## config.mk

```make
export PLATFORM = sky130hd
export DESIGN_NAME = idma_obi_write_arbiter
export DESIGN_NICKNAME = d
export VERILOG_FILES = /design/src/rtl/idma_obi_arb_pkg.sv /design/src/rtl/idma_obi_write_arb_idx_fifo.sv /design/src/rtl/idma_obi_write_arbiter.sv
export SDC_FILE = /design/constraint.sdc
export NUM_CORES = 1
export LEC_CHECK = 0
export ABC_AREA = 0
export CORE_AREA = 2 2 210 212
export DETAILED_ROUTE_END_ITERATION = 12
export DIE_AREA = 0 0 212 214
export GPL_TIMING_DRIVEN = 0
export SLEW_MARGIN = 20
export SYNTH_ARGS = -nofsm -noshare
export SYNTH_HDL_FRONTEND = slang
export SYNTH_HIERARCHICAL = 1
export SYNTH_SLANG_ARGS = --single-unit
```

## constraint.sdc

```tcl
create_clock -name clk_i -period 3.7 [get_ports clk_i]
set_input_delay 0.74 -clock clk_i [delete_from_list [all_inputs] [get_ports clk_i]]
set_output_delay 0.74 -clock clk_i [all_outputs]
set_load 0.1 [all_outputs]
```

## src/rtl/idma_obi_arb_pkg.sv

```systemverilog
// Shared types for the iDMA OBI write arbiter.
//   - Default OBI request/response structs (a, r channels).
//   - Index / count typedefs sized for the default configuration.
//   - Arbiter FSM state enum.
// Optional feature macro used by the arbiter: IDMA_OBI_WRITE_ARB_PRIO_EN
package idma_obi_arb_pkg;

  localparam int unsigned NumInpDef  = 4;
  localparam int unsigned MaxOutDef  = 4;
  localparam int unsigned AddrWidth  = 32;
  localparam int unsigned DataWidth  = 32;
  localparam int unsigned AidWidth   = 1;

  // Index width never drops below one bit so a single-bit index is still legal.
  function automatic int unsigned idx_width(input int unsigned n);
    return (n > 1) ? $clog2(n) : 1;
  endfunction

  // Enough bits to hold the values 0..m inclusive.
  function automatic int unsigned cnt_width(input int unsigned m);
    return $clog2(m + 1);
  endfunction

  typedef logic [idx_width(NumInpDef)-1:0] idx_t;
  typedef logic [cnt_width(MaxOutDef)-1:0] cnt_t;

  typedef enum logic {
    IDLE = 1'b0,
    HOLD = 1'b1
  } arb_state_e;

  typedef struct packed {
    logic [AddrWidth-1:0]   addr;
    logic                   we;
    logic [DataWidth/8-1:0] be;
    logic [DataWidth-1:0]   wdata;
    logic [AidWidth-1:0]    aid;
  } obi_a_chan_t;

  typedef struct packed {
    logic        req;
    obi_a_chan_t a;
    logic        rready;
  } obi_req_t;

  typedef struct packed {
    logic [DataWidth-1:0] rdata;
    logic [AidWidth-1:0]  rid;
    logic                 err;
  } obi_r_chan_t;

  typedef struct packed {
    logic        gnt;
    logic        rvalid;
    obi_r_chan_t r;
  } obi_rsp_t;

endpackage

```

## src/rtl/idma_obi_write_arb_idx_fifo.sv

```systemverilog
// In-order FIFO of requester indices, synchronous active-high reset.
// Ports:
//   clk, rst        clock / synchronous reset
//   push, push_data write one index (ignored when full)
//   pop             drop the head entry (ignored when empty)
//   head            current head entry
//   full, empty     occupancy flags
//   count           number of stored entries
module idma_obi_write_arb_idx_fifo #(
  parameter int unsigned Depth = 4,
  parameter int unsigned Width = 2,
  localparam int unsigned PtrW = (Depth > 1) ? $clog2(Depth) : 1,
  localparam int unsigned CntW = $clog2(Depth + 1)
) (
  input  logic            clk,
  input  logic            rst,
  input  logic            push,
  input  logic [Width-1:0] push_data,
  input  logic            pop,
  output logic [Width-1:0] head,
  output logic            full,
  output logic            empty,
  output logic [CntW-1:0] count
);

  logic [Width-1:0] mem [Depth];
  logic [PtrW-1:0]  wr_ptr, rd_ptr;
  logic [CntW-1:0]  cnt;
  logic             do_push, do_pop;

  function automatic logic [PtrW-1:0] next_ptr(input logic [PtrW-1:0] p);
    return (p == PtrW'(Depth - 1)) ? '0 : p + PtrW'(1);
  endfunction

  assign full    = (cnt == CntW'(Depth));
  assign empty   = (cnt == '0);
  assign do_push = push & ~full;
  assign do_pop  = pop & ~empty;
  assign head    = mem[rd_ptr];
  assign count   = cnt;

  always_ff @(posedge clk) begin
    if (rst) begin
      wr_ptr <= '0;
      rd_ptr <= '0;
      cnt    <= '0;
    end else begin
      if (do_push) begin
        mem[wr_ptr] <= push_data;
        wr_ptr      <= next_ptr(wr_ptr);
      end
      if (do_pop) begin
        rd_ptr <= next_ptr(rd_ptr);
      end
      if (do_push && !do_pop) begin
        cnt <= cnt + CntW'(1);
      end else if (do_pop && !do_push) begin
        cnt <= cnt - CntW'(1);
      end
    end
  end

endmodule

```

## src/rtl/idma_obi_write_arbiter.sv

```systemverilog
// Shares one OBI write manager port between NumInp iDMA write engines.
// The winner's index is pushed into an in-order FIFO on every handshake so
// that (in-order) OBI responses can be routed back to the right engine.
// Ports:
//   clk_i, rst_i  clock / synchronous active-high reset
//   inp_req_i     engine requests (NumInp)
//   inp_rsp_o     engine responses (NumInp); r is broadcast
//   mgr_req_o     shared manager request
//   mgr_rsp_i     shared manager response
//   busy_o        outstanding entries or any engine requesting
//   err_o         sticky: rvalid seen with nothing outstanding
// Config macro: IDMA_OBI_WRITE_ARB_PRIO_EN selects fixed lowest-index
// priority instead of round-robin.
module idma_obi_write_arbiter
  import idma_obi_arb_pkg::*;
#(
  parameter int unsigned NumInp         = NumInpDef,
  parameter int unsigned MaxOutstanding = MaxOutDef,
  parameter type         write_req_t    = obi_req_t,
  parameter type         write_rsp_t    = obi_rsp_t
) (
  input  logic       clk_i,
  input  logic       rst_i,
  input  write_req_t inp_req_i [NumInp],
  output write_rsp_t inp_rsp_o [NumInp],
  output write_req_t mgr_req_o,
  input  write_rsp_t mgr_rsp_i,
  output logic       busy_o,
  output logic       err_o
);

  localparam int unsigned IdxW = idx_width(NumInp);
  localparam int unsigned CntW = cnt_width(MaxOutstanding);

  arb_state_e      state_q, state_d;
  logic [IdxW-1:0] hold_q, hold_d;
  logic [IdxW-1:0] cand, sel;
  logic            any_req, forward, push;
  logic [IdxW-1:0] head;
  logic            fifo_full, fifo_empty, pop;
  logic [CntW-1:0] count;
  logic            err_q;

`ifndef IDMA_OBI_WRITE_ARB_PRIO_EN
  logic [IdxW-1:0] rr_q, rr_d;

  // Round-robin: first requester at or after the pointer, wrapping.
  always_comb begin
    cand = '0;
    for (int k = NumInp - 1; k >= 0; k--) begin
      if (inp_req_i[(int'(rr_q) + k) % NumInp].req) begin
        cand = IdxW'((int'(rr_q) + k) % NumInp);
      end
    end
  end
`else
  // Fixed priority: lowest requesting index wins.
  always_comb begin
    cand = '0;
    for (int k = NumInp - 1; k >= 0; k--) begin
      if (inp_req_i[k].req) begin
        cand = IdxW'(k);
      end
    end
  end
`endif

  always_comb begin
    any_req = 1'b0;
    for (int i = 0; i < NumInp; i++) begin
      any_req = any_req | inp_req_i[i].req;
    end
  end

  // While HOLD is active the latched index is forwarded regardless of other
  // requests, keeping the a-channel stable until gnt. A full FIFO blocks the
  // request outright, so no handshake can complete then.
  always_comb begin
    state_d = state_q;
    hold_d  = hold_q;
    push    = 1'b0;
    sel     = (state_q == HOLD) ? hold_q : cand;
    forward = 1'b0;
`ifndef IDMA_OBI_WRITE_ARB_PRIO_EN
    rr_d    = rr_q;
`endif

    if (state_q == HOLD) begin
      if (!inp_req_i[hold_q].req) begin
        state_d = IDLE;
      end else begin
        forward = ~fifo_full;
      end
    end else begin
      forward = any_req & ~fifo_full;
    end

    if (forward) begin
      if (mgr_rsp_i.gnt) begin
        push    = 1'b1;
        state_d = IDLE;
`ifndef IDMA_OBI_WRITE_ARB_PRIO_EN
        rr_d    = IdxW'((int'(sel) + 1) % NumInp);
`endif
      end else begin
        state_d = HOLD;
        hold_d  = sel;
      end
    end
  end

  // Request forwarding and response routing; rready defaults high with an
  // empty FIFO so stray responses are drained instead of stalling the bus.
  always_comb begin
    mgr_req_o        = '0;
    mgr_req_o.rready = fifo_empty ? 1'b1 : inp_req_i[head].rready;
    if (forward) begin
      mgr_req_o.req = 1'b1;
      mgr_req_o.a   = inp_req_i[sel].a;
    end
    for (int i = 0; i < NumInp; i++) begin
      inp_rsp_o[i]   = '0;
      inp_rsp_o[i].r = mgr_rsp_i.r;
    end
    if (forward) begin
      inp_rsp_o[sel].gnt = mgr_rsp_i.gnt;
    end
    if (!fifo_empty) begin
      inp_rsp_o[head].rvalid = mgr_rsp_i.rvalid;
    end
  end

  assign pop = mgr_rsp_i.rvalid & mgr_req_o.rready & ~fifo_empty;

  idma_obi_write_arb_idx_fifo #(
    .Depth (MaxOutstanding),
    .Width (IdxW)
  ) i_idx_fifo (
    .clk       (clk_i),
    .rst       (rst_i),
    .push      (push),
    .push_data (sel),
    .pop       (pop),
    .head      (head),
    .full      (fifo_full),
    .empty     (fifo_empty),
    .count     (count)
  );

  always_ff @(posedge clk_i) begin
    if (rst_i) begin
      state_q <= IDLE;
      hold_q  <= '0;
      err_q   <= 1'b0;
`ifndef IDMA_OBI_WRITE_ARB_PRIO_EN
      rr_q    <= '0;
`endif
    end else begin
      state_q <= state_d;
      hold_q  <= hold_d;
      err_q   <= err_q | (mgr_rsp_i.rvalid & fifo_empty);
`ifndef IDMA_OBI_WRITE_ARB_PRIO_EN
      rr_q    <= rr_d;
`endif
    end
  end

  assign busy_o = (count != '0) | any_req;
  assign err_o  = err_q;

endmodule

```

# --- Yosys cells after proc, flatten, opt, wreduce, memory -nomap -nowiden ---
# Memories as Yosys holds them, arrays and structs flattened. A register that Yosys moved wholly into a read port is not among the register bits.
# Cells that the tools add are included.
classes:
  n_reduce_logical: 11
  mux: 53
  eq_ne: 3
  n_bitwise: 21
  addsub: 8
  n_lt_le_gt_ge: 9
ops:
  columns: ["operator", "count"]
  rows:
  - ["72-bit binary-select mux with 2-bit select", 7]
  - ["72-bit two-way mux", 10]
  - ["144-bit bitwise mux", 2]
  - ["144-bit two-way mux", 2]
  - ["71-bit two-way mux", 3]
  - ["36-bit demux with 2-bit select", 2]
  - ["33-bit by 3-bit greater-or-equal comparator with 1-bit output (second input constant)", 4]
  - ["2-bit inverter with 33-bit output", 4]
  - ["36-bit two-way mux", 1]
  - ["35-bit two-way mux", 1]
  - ["2-bit two-way mux", 9]
  - ["1-bit two-way mux", 14]
  - ["3-bit greater-or-equal comparator (second input constant)", 3]
  - ["2-bit inverter with 3-bit output", 3]
  - ["2-bit by 1-bit adder with 2-bit output (second input constant)", 4]
  - ["1-bit bitwise AND", 6]
  - ["3-bit by 1-bit < comparator with 1-bit output (second input constant)", 2]
  - ["3-bit two-way mux", 2]
  - ["1-bit OR", 5]
  - ["2-bit adder (second input constant)", 2]
  - ["2-bit == test (second input constant)", 2]
  - ["1-bit logical AND", 4]
  - ["2-bit AND reduction", 2]
  - ["3-bit by 1-bit adder with 3-bit output (second input constant)", 1]
  - ["7 further kinds", 10]
word_totals:
  output_inout_bits: 218
  mem_bits_rw: 8
  reg_bits: 13
  memories: 1
  in_bits: 326
  wordCells: 113
mem_list:
  columns: ["name", "depth", "width", "rd", "rd_clocked_by_memory_dff", "write_ports", "line", "source"]
  rows:
  - ["i_idx_fifo.mem", 4, 2, 1, 1, 1, "idma_obi_write_arb_idx_fifo.sv:26", "logic [Width-1:0] mem [Depth];"]

# --- Depth between registers and ports, before layout ---
depth:
  word_depth: 19
  mapped_depth: 13
  mapped_depth_nobuf: 13

# --- Hierarchy ---
# Netlist, hierarchy kept.
modules_own_cells:
  columns: ["mod", "instances", "cells_per_inst", "seq_area_each_um2", "area_each_um2"]
  rows:
  - ["idma_obi_write_arbiter", 1, 449, 120.1, 3853.7]
  - ["idma_obi_write_arb_idx_fifo", 1, 59, 420.4, 777.0]

# --- Worst setup path after synthesis ---
# Ideal clock, no wire load.
synth_timing:
  path_type: "input to output"
  from: "in inp_req_i[143] (netlist bit)"
  to: "out inp_rsp_o[107] (netlist bit)"
  path_buffers: 3
  arrival_ns: 3.601
  path_stages: 7
  required_time_ns: 2.960
  path_slack_ns: -0.641
  cell_sequence: "nand3b_1 > a21oi_1 > o21ai_1 > buf_4 > buf_8 > buf_6 > nor3_1"
synth_lines:
  columns: ["item", "line", "source"]
  rows:
  - ["start: declaration", "idma_obi_write_arbiter.sv:24", "input write_req_t inp_req_i [NumInp],"]
  - ["end: declaration", "idma_obi_write_arbiter.sv:25", "output write_rsp_t inp_rsp_o [NumInp],"]

==> flow_summary.ini <==
[run_status]
status = completed

[clock_tree]
numCtsBuffers = 3
root_buffer = clkbuf_16
hold_buffers = 0
cts_tree = built
cts.clk_slew.worst_paths_ps = 60
cts.path.max_buffers = 2
htreeDepth = 1
insertion_delay_ps = 250
clock_sinks = 23

[global_route]
grt_pass1_vias = 5986
gr-total-overflow = 0
antenna_found_initial = 3
grt_max_degree = 14
grt_first_pass_wirelength_um = 38500
gr-usage-all-layers = 0.1124

[placed_design]
port_buffers = 509
hpwl_um = 23750
globalplace.congestion = 0.8681
post_dp_cell_area_mm2 = 0.01047

[logic_synthesis]
synth_fp_nets = 841
syn_area_mm2 = 0.004631
synth_warnings = 6
yosysSeqAreaShare = 0.1167
synth_edf_count = 8
synth.distinct_cells = 49
synth_seq_cells = 23
syn_avg_cell_area_um2 = 9.116
async_flop_share = 0
synthFlopType = dfxtp_1
synthCells = 508

[route]
wl_per_cell_um = 17.58
drt_first_pass_iters = 4
vias_per_cell = 3.583
drtIter0Drc = 178
drt-total-wl_um = 28300
antenna_left = 0
vias = 5768
drcViolationCount = 0

[power]
power.switching_mw = 6.248
internal_power_mw = 3.212
power_frac_clock = 0.024
swShare = 0.6605
leakage_nw = 4.775
finalPower_mw = 9.460
comb_power_share = 0.936
pwr-share-seq = 0.040
p_per_area_mw_per_mm2 = 849.0
max-vdd-ir-drop_mv = 0.4286

[setup_path]
cp-start-kind = input port
r2r_setup_slack_ps = 610
cp_top_family = buffers and inverters
rr_endpoint = i_idx_fifo/count[2]
arrival_ps = 2860
crit_fanout = 11
end_kind = primary output
cpPeakStageDelay_ps = 300
critPathBufInv = 5
crit_start = inp_req_i[143]
cp.depth = 11
reg2regPathDepth = 10
critPathSlowestCell = dlygate4sd2_1
path_cells = dlygate4sd2_1 > nor2b_1 > o21ai_0 > o311ai_0 > o22a_2 > buf_6 > nand2b_4 > buf_12 > buf_8 > o22ai_2 > buf_6
crit_path_frequent_cell = buf_6
critPathKind = in2out
endpoint = mgr_req_o[52]
worstPathRequired_ps = 2960

[timing]
grt_setup_unrepaired = yes
fmax_ghz = 0.2781
finalCriticalPeriod_ps = 3596
maxSlewViolCount = 0
finalSetupViolations = 0
slew_headroom = 0.3198
timing.final.crit_share = 0.9719
tightest_slew_ps = 1017
finClkSkew_ps = 1.960
hold_viol = 0

[final_layout]
multi_input_area_mm2 = 0.002975
fillers = 4616
regArea_um2 = 540.5
area_growth_pct = 140.6
fin_area_mm2 = 0.01114
nets = 1359
n_antenna_cell = 0
drive_gt1_frac = 0.3141

[die]
die_h_um = 214
initial_utilization = 0.1080
fp.coreArea_mm2 = 0.04289
boundaryPins = 544
dieArea_mm2 = 0.04537
num_rows = 76
fp.dieW_um = 212

[hold_path]
hp-class = reg2reg

[job]
cap_viol_max_count = 0
==> layout by cell type, fill, tap and decap left out, types with 8 or more instances in the layout <==
| master | Yosys | final |
|---|---|---|
| mux2i_1 | 144 | 137 |
| o22ai_4 | 0 | 8 |
| nor2_1 | 15 | 11 |
| buf_8 | 19 | 17 |
| o22ai_2 | 0 | 31 |
| buf_6 | 3 | 50 |
| edfxtp_1 | 8 | 8 |
| dfxtp_1 | 15 | 15 |
| buf_12 | 2 | 15 |
| clkdlybuf4s50_1 | 0 | 427 |
| buf_4 | 139 | 157 |
| o22ai_1 | 70 | 31 |
==> kinds of logic after synthesis <==
group / Yosys count / synth area share
simple gates: 58 / 0.07458
fa+ha+maj: 7 / 0.02053
compound gates: 90 / 0.1248
buf+inv: 179 / 0.3269
xor+xnor: 3 / 0.005675
flops: 23 / 0.1167
mux: 148 / 0.3307
==> worst register-to-register path: stages (launching register included) <==
cell and delay [ps]:
dfxtp_1 370, mux4_2 590, mux4_2 470, and2_1 180
o31ai_2 100, ha_1 260, inv_1 60, fa_1 370
xor2_1 160, or3_1 310, a21oi_1 150
==> repair_timing <==
item | 4_1_cts | 5_1_grt
gates resized for setup | 519 | 72
buffers inserted | 4 | 0
setup endpoints to repair | 78 | 44
pin swaps | 1 | 0
==> flip-flops by register name, indices dropped and copies added, names as in the netlist, named ones only <==
register,count
err_o,1
hold_q,2
i_idx_fifo/count,3
i_idx_fifo/mem,8
i_idx_fifo/rd_ptr,2
i_idx_fifo/wr_ptr,2
rr_q,2
state_q,1
==> routing by layer <==
layer  part of all wire  wire length [um]  vias up  GRT usage
met5            0.00095                27        -          0
met4              0.011               311        4    0.01526
met3              0.082              2312       20    0.02228
met2               0.51             14360      299     0.2136
met1               0.40             11290     2681     0.1310
li1                   -                 -     2764          -
==> stage by stage <==
stage / worst slack [ps] / setup TNS (ps) / cells / hold WS (ps) / utilization
final: 104.0 / 0 / 1610 / 465.3 / 0.2598
after global routing: -4.986 / -23.49 / 1610 / 523.8 / 0.2598
after CTS: 80.95 / 0 / 1610 / 474.8 / 0.2513
after detailed placement: -1398 / -87360 / 1602 / 461.3 / 0.2442
after global placement: -1378 / -85660 / 1602 / 457.9 / 0.2443
after floorplan: -362.7 / -25370 / 508 / 463.4 / -
==> cell type report <==
class	count	area share
Clock buffer	3	0.006737
Buffer	170	0.1382
Multi-Input combinational cell	306	0.2670
Sequential cell	23	0.04851
Timing Repair Buffer	513	0.4704
Inverter	9	0.003032
Tap cell	585	0.06569
Clock inverter	1	0.0004491
==> power by group through the flow <==
| stage | clock, mW | sequential (mW) | combinational [mW] |
|---|---|---|---|
| floorplan | 0 | 0.391 | 6.02 |
| global placement | 0 | 0.376 | 8.18 |
| detailed placement | 0 | 0.379 | 8.18 |
| CTS | 0.237 | 0.374 | 8.49 |
| global route | 0.247 | 0.383 | 9.14 |
| finish | 0.232 | 0.374 | 8.85 |
==> worst min-delay path by stage <==
stage / start / to / slack (ps) / cells after the start
finish: err_o / err_o / 470 / 2
CTS: err_o / err_o / 470 / 2
detailed placement: err_o / err_o / 460 / 2
floorplan: i_idx_fifo/rd_ptr[0] / flop / 460 / 2
global placement: err_o / err_o / 460 / 2
global route: err_o / err_o / 520 / 2
==> synthesized netlist by cell type (2+ instances only) <==
library cell	instances	area (um^2)
nor2b_1	2	12.51
buf_12	2	40.04
clkbuf_8	5	68.82
or4_1	2	15.01
nor3b_1	5	37.54
buf_6	3	33.78
o31ai_2	2	25.02
nand3b_1	4	30.03
o21ai_0	4	20.02
nand2_1	6	22.52
mux4_2	4	90.09
dfxtp_1	15	300.3
mux2i_1	144	1441
buf_8	19	285.3
edfxtp_1	8	240.2
xor2_1	2	17.52
ha_1	6	75.07
inv_1	8	30.03
a211oi_1	2	15.01
o22ai_1	70	437.9
nand3_1	2	10.01
or3_1	3	18.77
nor3_1	5	25.02
a21oi_1	5	25.02
nand2b_1	4	25.02
buf_4	139	1044
nor2_1	15	56.30
Note: power is estimated with default switching activity, not from simulation.
